File: src/rtl/my_enc_pkg.sv
// Shared constants for the round-robin request encoder.
// RR_FAIR_EN selects round-robin (defined) or fixed priority (undefined).
package my_enc_pkg;
  localparam int N_REQ = 32;
  localparam int IDX_W = 5;
endpackage

File: src/rtl/my_prio_enc.sv
// Combinational lowest-set-bit finder over the request vector.
// Used by my_rr_encoder; no state, no configuration.
module my_prio_enc
  import my_enc_pkg::*;
(
  input  logic [N_REQ-1:0] vec_i,
  output logic [IDX_W-1:0] idx_o,
  output logic             found_o
);

  always_comb begin
    idx_o   = '0;
    found_o = 1'b0;
    for (int i = N_REQ - 1; i >= 0; i--) begin
      if (vec_i[i]) begin
        idx_o   = IDX_W'(i);
        found_o = 1'b1;
      end
    end
  end

endmodule

File: src/rtl/my_rr_encoder.sv
// Registered 32-to-5 request encoder with valid/ready output.
// RR_FAIR_EN: round-robin search pointer; otherwise lowest index wins.
module my_rr_encoder
  import my_enc_pkg::*;
(
  input  logic             clock,
  input  logic             ctrl_reset_n,
  input  logic             en,
  input  logic [N_REQ-1:0] req,
  input  logic             out_ready,
  output logic             out_valid,
  output logic [IDX_W-1:0] out_idx,
  output logic [N_REQ-1:0] grant
);

  logic             valid_q, valid_d;
  logic [IDX_W-1:0] idx_q, idx_d;
  logic             hs, load, found;
  logic [N_REQ-1:0] idx_oh, req_m, rot;
  logic [IDX_W-1:0] enc_idx, sel;

  assign hs     = valid_q && out_ready;
  assign load   = en && (!valid_q || hs);
  assign idx_oh = N_REQ'(1) << idx_q;
  // The winner being accepted must not win again this cycle.
  assign req_m  = hs ? (req & ~idx_oh) : req;

`ifdef RR_FAIR_EN
  logic [IDX_W-1:0]   ptr_q, ptr_d;
  logic [2*N_REQ-1:0] dbl;

  assign dbl   = {req_m, req_m} >> ptr_q;
  assign rot   = dbl[N_REQ-1:0];
  assign sel   = enc_idx + ptr_q;
  assign ptr_d = (load && found) ? sel + IDX_W'(1) : ptr_q;

  always_ff @(posedge clock or negedge ctrl_reset_n) begin
    if (!ctrl_reset_n) ptr_q <= '0;
    else               ptr_q <= ptr_d;
  end
`else
  assign rot = req_m;
  assign sel = enc_idx;
`endif

  my_prio_enc u_prio (
    .vec_i   (rot),
    .idx_o   (enc_idx),
    .found_o (found)
  );

  always_comb begin
    valid_d = valid_q;
    idx_d   = idx_q;
    if (load) begin
      valid_d = found;
      if (found) idx_d = sel;
    end else if (hs) begin
      valid_d = 1'b0;
    end
  end

  always_ff @(posedge clock or negedge ctrl_reset_n) begin
    if (!ctrl_reset_n) begin
      valid_q <= 1'b0;
      idx_q   <= '0;
    end else begin
      valid_q <= valid_d;
      idx_q   <= idx_d;
    end
  end

  assign out_valid = valid_q;
  assign out_idx   = idx_q;
  assign grant     = hs ? idx_oh : '0;

endmodule

File: config.mk
export PLATFORM = sky130hd
export DESIGN_NAME = my_rr_encoder
export DESIGN_NICKNAME = d
export VERILOG_FILES = /design/src/rtl/my_enc_pkg.sv /design/src/rtl/my_prio_enc.sv /design/src/rtl/my_rr_encoder.sv
export SDC_FILE = /design/constraint.sdc
export NUM_CORES = 1
export LEC_CHECK = 0
export CAP_MARGIN = 20
export CORE_AREA = 2 2 83 69
export CTS_BUF_LIST = sky130_fd_sc_hd__clkbuf_8
export CTS_CLUSTER_SIZE = 40
export DETAILED_ROUTE_END_ITERATION = 8
export DIE_AREA = 0 0 85 71
export GPL_TIMING_DRIVEN = 0
export PLACE_DENSITY_LB_ADDON = 0.1
export SLEW_MARGIN = 0
export SYNTH_ARGS = -nofsm -noshare
export SYNTH_HDL_FRONTEND = slang
export SYNTH_HIERARCHICAL = 1
export SYNTH_SLANG_ARGS = --single-unit
File: constraint.sdc
create_clock -name clock -period 4.3 [get_ports clock]
set_input_delay 0.645 -clock clock [delete_from_list [all_inputs] [get_ports clock]]
set_output_delay 0.645 -clock clock [all_outputs]
set_load 0.005 [all_outputs]
==> metrics.md, run 1 <==
| Metric | Value |
|---|---|
| Worst-Skew Late Latency | 0.23 ns |
| Core footprint | 0.005255 mm^2 |
| Crit path max-delay family | simple AND/OR/NAND/NOR gates |
| Synth Area per Inst | 7.001 um^2 |
| Buf/Inv on CP | 1 |
| Slowest stage cell on the critical path | clkdlybuf4s50_1 |
| Fillcell total | 552 |
| First-pass GRT wire length | 7.672 mm |
| Post-layout util | 39.29% |
| Dpl ws | 0.7558 ns |
| Setup ws final | 0.9814 ns |
| Share of layout cells above drive strength 1 | 13.25% |
| Number of DRC markers in iteration 0 | 81 |
| CTS buffer count | 3 |
| CTS H-tree lvls | 1 |
| Synth Instances | 173 |
| Clock Tree Buf Depth | 2 |
| CP Class | input pin to register |
| # resized after CTS | 0 |
| Setup Skew | 0.004250 ns |
| DP HPWL | 3.977 mm |
| Fin nets | 287 |
| Vias per cell | 4.815 |
| Global route total overflow | 0 |
| Maximum VDD drop | 0.00009015 V |
| Max Cap Violations | 0 |
| Power density over cell area | 161.4 mW/mm^2 |
| Die Wd | 85 um |
| CTS Hold Bufs | 0 |
| Largest family of logic cells by synthesized area | simple AND/OR/NAND/NOR gates |
| Clock Pin Slew Worst Setup and Hold Paths | 0.04 ns |
| Total Power | 333.3 uW |
| #FFs+latches synth | 6 |
| Synth Area in XOR/XNOR | 0% |
| Post-synth ARST share | 100.0% |
| Yosys warnings | 6 |
| Seq/Total Area, Yosys | 12.40% |
| IO Pins | 74 |
| Drt total wl | 4.750 mm |
| Top-area cell type share of the netlist area | 16.74% |
| Post-synth cell types | 42 |
| Met2 wire length | 2.109 mm |
| Number of port buffers | 73 |
| Adder-Cell Fraction of Synth Area | 0% |
| Fin. max-slew vios | 0 |
| Uppermost layer routed | met3 |
| Final hold vios | 0 |
| Overall die height | 71 um |
| Period utilization | 77.18% |
| Fraction of the mapped netlist area in compound gates | 29.86% |
| Vias in the first global route | 1451 |
| Gr usage total | 15.86% |
| DRC violations left | 0 |
| Slew @ Worst Pin | 0.5654 ns |
| Wl on met1 | 2.416 mm |
| CP Launch Type | input pin |
| FP Rows | 24 |
| Ant. Diodes | 0 |
| Fin crit period | 3.319 ns |
| Area Growth Syn to Fin | 70.45% |
| Initial Util | 23.05% |
| Post-CTS Repair Setup Buffers | 0 |
| Min-Delay Path Class | register to register |
| Post-Syn Area | 0.001211 mm^2 |
| Max incr delay on CP | 0.58 ns |
| Top FF cell, synth | dfrtp_1 |
| Top cells by area, synth | o21a_1 (17%), dfrtp_1 (12%), nor2_1 (12%) |
| Syn_nets | 209 |
| Area leader, netlist | o21a_1 |
| Pin count of the biggest net entering global routing | 11 |
| Setup crit end kind | register |
| DRT Pass-1 Iters | 4 |
| Setup violators final | 0 |
| Avg WL per Cell | 15.13 um |
| Initial antenna violation count | 0 |
| Post-synth EDFFs | 0 |
| Outcome | complete, no violations |
| Met3 WL | 224 um |
| RSZ-0062 raised after global routing | false |
| Worst hold slack | 0.6027 ns |
| Detail Route Antenna Nets | 0 |
| GP Congestion | 0.7990 |
| Crit path required time | 4.40 ns |
| Crit Path Max Fanout | 8 |
| Clock tree sinks | 6 |
| Root buf cell | clkbuf_8 |
| Commonest non-fill, non-tap cell in the layout | clkdlybuf4s50_1 |
| Via count | 1512 |
| Mux share of post-synthesis cell area | 4.649% |
| CP Cell Sequence | clkdlybuf4s50_1 -> and3_4 -> nand2_2 -> o21a_1 -> nor4_1 -> nand3_1 -> nor3_1 -> nand3b_1 -> nand2_1 -> a21oi_4 -> mux2_2 |
| TritonCTS clock tree | done |
| Max_slew headroom | 62.31% |
| Commonest cells after routing, fill and taps aside | clkdlybuf4s50_1 (73), nor2_1 (40), o21a_1 (27), nor3_1 (8), inv_1 (8) |
| Worst path arrival time | 3.42 ns |
| Setup TNS | 0 ns |
| Die footprint | 0.006035 mm^2 |
| Simple-gate share of the synthesized area | 47.42% |
| Fmax | 301.3 MHz |
| Flop2flop setup slack | 1.38 ns |
| LEAKAGE | 0.7160 nW |
## flip-flops by register name (all words and copies together) (netlist names)
signal     flops
out_valid      1
out_idx        5
## power by group
group / leakage, nW / total (mW) / switching, mW / internal (mW)
sequential: 0.0777 / 0.0688 / 0.00668 / 0.0621
clock: 0.0216 / 0.0869 / 0.0265 / 0.0604
combinational: 0.617 / 0.178 / 0.0937 / 0.0838
## cells in the mapped netlist, drive strengths merged, types with 2 or more instances
cell type,instances
nor2,40
o21a,27
nand2,12
nor3,10
a21oi,8
inv,8
nor4,7
buf,6
dfrtp,6
nor2b,6
mux2,5
nand3,5
o21ai,5
and2b,3
nand2b,3
a2111oi,2
nand3b,2
nor3b,2
o311ai,2
o31ai,2
or4,2
## layer usage
metal  track usage (%)  vias up
li1                  -      776
met1             23.50      692
met2             25.17       44
met3             3.151        0
met4            0.5291        0
met5                 0        -
## logic make-up after synthesis
kind of cell	after synthesis
AOI/OAI and AO/OA	50
buffers and inverters	15
DFF	6
muxes	5
and+or+nand+nor	97
## path summary, 6_finish.rpt
path	to	depth (start not counted)	startpoint
max reg2reg	out_idx[3]	11	out_idx[0]
min	out_idx[2]	1	out_idx[2]
min reg2reg	out_idx[2]	1	out_idx[2]
min in group asynchronous	out_idx[1]	1	ctrl_reset_n
max in group asynchronous	out_idx[4]	1	ctrl_reset_n
max	out_idx[3]	11	out_ready
## final cells by class
| type | instances | area (um^2) | share of cell area (%) |
|---|---|---|---|
| Timing Repair Buffer | 73 | 730.7 | 35.39 |
| Tap cell | 65 | 81.33 | 3.939 |
| Inverter | 8 | 30.03 | 1.455 |
| Multi-Input combinational cell | 152 | 992.2 | 48.06 |
| Clock buffer | 3 | 41.29 | 2.000 |
| Buffer | 7 | 38.79 | 1.879 |
| Sequential cell | 6 | 150.1 | 7.273 |
## per-stage QoR
| stage | area (um^2) | std cells |
|---|---|---|
| final | 2064 | 314 |
| after global routing | 2064 | 314 |
| after CTS | 2064 | 314 |
| after detailed placement | 2023 | 311 |
| after global placement | 2023 | 311 |
| after floorplan | 1211 | 173 |
(Power assumes the default switching activity.)
==> run 2, diff against run 1 <==
- clock period: 4.3 -> 2.77 ns (I/O delays scaled with it)
==> metrics.md, run 2 (synthesis results as in run 1) <==
| Metric | Value |
|---|---|
| Setup violators final | 0 |
| Clock Pin Slew Worst Setup and Hold Paths | 0.04 ns |
| Fillcell total | 554 |
| Power density over cell area | 250.6 mW/mm^2 |
| Initial Util | 23.05% |
| CP Class | register to register |
| Clock tree sinks | 6 |
| Share of layout cells above drive strength 1 | 20.08% |
| Vias per cell | 4.809 |
| Die footprint | 0.006035 mm^2 |
| GP Congestion | 0.7990 |
| Max reg flops | 5 |
| DRT Pass-1 Iters | 4 |
| Area Growth Syn to Fin | 76.55% |
| Crit path required time | 2.87 ns |
| Initial antenna violation count | 0 |
| Crit Path Max Fanout | 10 |
| Setup ws final | 0.1500 ns |
| DP HPWL | 3.977 mm |
| Reg2Reg Depth | 10 |
| Overall die height | 71 um |
| LEAKAGE | 0.7426 nW |
| Fin nets | 287 |
| DRC violations left | 0 |
| Detail Route Antenna Nets | 0 |
| Fmax | 381.7 MHz |
| Non-filler instance count after layout | 314 |
| Number of DRC markers in iteration 0 | 81 |
| Maximum VDD drop | 0.0001429 V |
| Fin. max-slew vios | 0 |
| Met1 Use GR | 23.50% |
| IO Pins | 74 |
| Worst-Skew Late Latency | 0.22 ns |
| Setup crit end kind | register |
| Ant. Diodes | 0 |
| RSZ-0062 raised after global routing | false |
| Worst path arrival time | 2.72 ns |
| TritonCTS clock tree | done |
| Slew @ Worst Pin | 0.4186 ns |
| Most used routing layer | met2 |
| Global route total overflow | 0 |
| Commonest non-fill, non-tap cell in the layout | clkdlybuf4s50_1 |
| Vias in the first global route | 1457 |
| R2r endpoint | out_idx[3] |
| Worst hold slack | 0.4529 ns |
| Min-Delay Path Class | input pin to async pin |
| CTS H-tree lvls | 1 |
| Max Cap Violations | 0 |
| Period utilization | 94.59% |
| CTS Hold Bufs | 0 |
| Outcome | complete, no violations |
| Dpl ws | -0.5447 ns |
| Gr usage total | 15.89% |
| Pin count of the biggest net entering global routing | 11 |
| Max_slew headroom | 71.37% |
| Via count | 1510 |
| FP Rows | 24 |
| Drt total wl | 4.776 mm |
| First-pass GRT wire length | 7.686 mm |
| Reg2Reg Launch Point | out_idx[3] |
| Flop2flop setup slack | 0.15 ns |
| Setup TNS | 0 ns |
| CP Launch Type | register |
| Post-layout util | 40.69% |
| Setup Skew | 0.002668 ns |
| Number of port buffers | 73 |
| Core footprint | 0.005255 mm^2 |
| Fin crit period | 2.620 ns |
| Grt met3 use | 3.151% |
| Die Wd | 85 um |
| Avg WL per Cell | 15.21 um |
| Root buf cell | clkbuf_8 |
| Grt met2 use | 25.26% |
| Final hold vios | 0 |
| Clock Tree Buf Depth | 2 |
| Commonest cells after routing, fill and taps aside | clkdlybuf4s50_1 (72), nor2_1 (39), o21a_1 (26), inv_1 (8), nor3_1 (7) |
| CTS buffer count | 3 |
| Placed instance count | 311 |
==> run 2: cell count changes in the layout (fill, tap and decap cells not counted), sizes merged <==
cell | previous run | this run
clkdlybuf4s15 | 0 | 1
clkdlybuf4s50 | 73 | 72
buf | 6 | 5
clkbuf | 4 | 5
==> run 2: layer usage <==
| metal | vias to the layer above | wire length, um |
|---|---|---|
| li1 | 776 | - |
| met1 | 690 | 2436 |
| met2 | 44 | 2110 |
| met3 | 0 | 228 |
| met4 | 0 | 0 |
| met5 | - | 0 |
==> run 2: worst max-delay path by stage <==
stage	startpoint	endpoint	cells after the start
2_1_floorplan	out_idx[1]	out_idx[0]	11
3_3_place_gp	out_ready	out_idx[2]	11
3_5_place_dp	out_ready	out_idx[3]	11
4_1_cts	out_idx[1]	out_idx[3]	11
5_1_grt	out_idx[3]	out_idx[3]	10
6_report	out_idx[3]	out_idx[3]	10
==> run 2: worst max-delay path, stage by stage (launching register included) <==
cell,delay [ns]
dfrtp_1,0.37
buf_4,0.19
nor2_2,0.20
nand2_2,0.13
o21a_1,0.23
or4_4,0.58
nor3_4,0.22
nand3b_1,0.14
nand2_2,0.11
a21oi_4,0.06
mux2_2,0.29
==> run 2: power breakdown <==
group,switching [mW],leakage [nW],total (mW),internal (mW)
Sequential,0.0124,0.0742,0.110,0.0976
Clock,0.0402,0.0216,0.134,0.0936
Combinational,0.150,0.647,0.292,0.142
Total,0.203,0.743,0.536,0.333
==> run 2: per-stage QoR <==
step	power, mW	instance area (um^2)
2_1_floorplan	0.2573	1211
3_3_place_gp	0.3845	2023
3_5_place_dp	0.3827	2023
4_1_cts	0.5216	2074
5_1_grt	0.5717	2138
6_report	0.5359	2138
==> run 2: what timing repair did <==
action,4_1_cts,5_1_grt
setup buffers,0,0
pin swaps,1,6
hold endpoints to repair,0,0
resized for setup,3,25
setup endpoints to repair,6,6
==> run 2: layout make-up <==
| class | instances | area (um^2) | share of cell area, % |
|---|---|---|---|
| flip-flops and latches | 6 | 153.9 | 7.197 |
| inverters | 8 | 30.03 | 1.404 |
| plain buffers | 7 | 51.30 | 2.399 |
| well taps | 65 | 81.33 | 3.803 |
| repair buffers | 73 | 730.7 | 34.17 |
| clock buffers | 3 | 41.29 | 1.931 |
| multi-input cells | 152 | 1050 | 49.09 |
==> run 3, diff against run 2 <==
- CTS_CLUSTER_DIAMETER: not set -> 150
- clock period: 2.77 -> 2.9 ns (I/O delays scaled with it)
==> metrics.md, run 3 (synthesis results as in run 1) <==
| Metric | Value |
|---|---|
| Outcome | complete, no violations |
| Fin crit period | 2.770 ns |
| Worst path arrival time | 2.87 ns |
| Die Wd | 85 um |
| Via count | 1511 |
| CTS Hold Bufs | 0 |
| Crit path max-delay family | simple AND/OR/NAND/NOR gates |
| Gr usage total | 15.89% |
| Clock tree sinks | 6 |
| Clock Pin Slew Worst Setup and Hold Paths | 0.04 ns |
| CTS H-tree lvls | 1 |
| Buf/Inv on CP | 1 |
| TritonCTS clock tree | done |
| Crit path required time | 3.00 ns |
| Min-Delay Path Class | input pin to async pin |
| Die footprint | 0.006035 mm^2 |
| RSZ-0062 raised after global routing | false |
| Share of layout cells above drive strength 1 | 15.26% |
| Slowest stage cell on the critical path | or4_4 |
| GP Congestion | 0.7990 |
| FP Rows | 24 |
| Worst-Skew Late Latency | 0.23 ns |
| Max reg flops | 5 |
| Fin nets | 287 |
| Clock Tree Buf Depth | 2 |
| DRT Pass-1 Iters | 4 |
| Initial antenna violation count | 0 |
| CP Cell Sequence | nand2b_1 -> buf_2 -> o21a_1 -> or4_4 -> nor3_2 -> nand3b_1 -> nand2_1 -> a21oi_4 -> mux2_2 |
| Setup TNS | 0 ns |
| Global route total overflow | 0 |
| Final hold vios | 0 |
| Max Cap Violations | 0 |
| Commonest non-fill, non-tap cell in the layout | clkdlybuf4s50_1 |
| Number of DRC markers in iteration 0 | 88 |
| LEAKAGE | 0.7215 nW |
| CP Launch Type | register |
| Core footprint | 0.005255 mm^2 |
| Crit Path Max Fanout | 10 |
| Drt total wl | 4.785 mm |
| Setup violators final | 0 |
| Root buf cell | clkbuf_8 |
| First-pass GRT wire length | 7.686 mm |
| Vias in the first global route | 1457 |
| Max_slew headroom | 71.86% |
| Overall die height | 71 um |
| Ant. Diodes | 0 |
| Setup crit end kind | register |
| Power density over cell area | 238.4 mW/mm^2 |
| Initial Util | 23.05% |
| DP HPWL | 3.977 mm |
| CTS buffer count | 3 |
| IO Pins | 74 |
| Post-layout util | 39.67% |
| Commonest cells after routing, fill and taps aside | clkdlybuf4s50_1 (72), nor2_1 (39), o21a_1 (27), inv_1 (8) |
| Pin count of the biggest net entering global routing | 11 |
| Number of port buffers | 73 |
| DRC violations left | 0 |
| Fmax | 361.0 MHz |
| Slew @ Worst Pin | 0.4114 ns |
| Detail Route Antenna Nets | 0 |
| Area Growth Syn to Fin | 72.11% |
| Crit. Startpoint | out_idx[0] |
| Period utilization | 95.51% |
| Setup Skew | 0.004275 ns |
| Reg2Reg Launch Point | out_idx[0] |
| Maximum VDD drop | 0.0001338 V |
| Fin. max-slew vios | 0 |
| Vias per cell | 4.812 |
| Avg WL per Cell | 15.24 um |
| Max incr delay on CP | 0.56 ns |
| CP Class | register to register |
==> run 3: per-layer routing <==
layer | global-route usage (%) | part of all wire, % | vias up
met5 | 0 | 0 | -
met4 | 0.5291 | 0 | 0
met3 | 3.151 | 5.0 | 0
met2 | 25.26 | 44 | 49
met1 | 23.50 | 51 | 688
li1 | - | - | 774
==> run 3: timing repair <==
| action | 4_1_cts | 5_1_grt |
|---|---|---|
| resized for setup | 3 | 4 |
| buffers inserted | 0 | 0 |
| pin swaps | 1 | 1 |
| endpoints found under the hold margin | 0 | 0 |
| endpoints found under the setup margin | 5 | 5 |
==> run 3: through the flow <==
step / cells / cell area (um^2) / power [mW] / hold WS [ns] / worst slack, ns
after floorplan: 173 / 1211 / 0.2457 / 0.1394 / 0.4079
after global placement: 311 / 2023 / 0.3673 / 0.5903 / -0.4111
after detailed placement: 311 / 2023 / 0.3655 / 0.5904 / -0.4342
after CTS: 314 / 2074 / 0.4982 / 0.4745 / 0.1624
after global routing: 314 / 2085 / 0.5301 / 0.4868 / 0.008085
final: 314 / 2085 / 0.4969 / 0.4713 / 0.1302
==> run 3: worst paths after layout <==
| check | end | slack, ns | depth (start not counted) |
|---|---|---|---|
| setup / recovery | out_idx[3] | 0.13 | 9 |
| hold / removal | out_idx[1] | 0.47 | 1 |
| setup reg to reg | out_idx[3] | 0.13 | 9 |
| hold reg to reg | out_idx[2] | 0.60 | 1 |
| max in group asynchronous | out_idx[4] | 2.19 | 1 |
| min in group clock | out_idx[2] | 0.60 | 1 |
==> run 3: cell type report <==
type	count	area, um^2
multi-input cells	152	1012
flip-flops and latches	6	150.1
inverters	8	30.03
fillers	559	3171
plain buffers	7	40.04
clock buffers	3	41.29
well taps	65	81.33
repair buffers	73	729.5
==> run 3: worst register-to-register path: stages (launching register included) <==
cell and delay (ns):
dfrtp_1 0.42, nand2b_1 0.29, buf_2 0.25, o21a_1 0.24, or4_4 0.56, nor3_2 0.24
nand3b_1 0.13, nand2_1 0.14, a21oi_4 0.07, mux2_2 0.29
==> run 3: power breakdown <==
group	internal [mW]	switching [mW]
clock	0.0895	0.0394
combinational	0.125	0.141
sequential	0.0921	0.00987
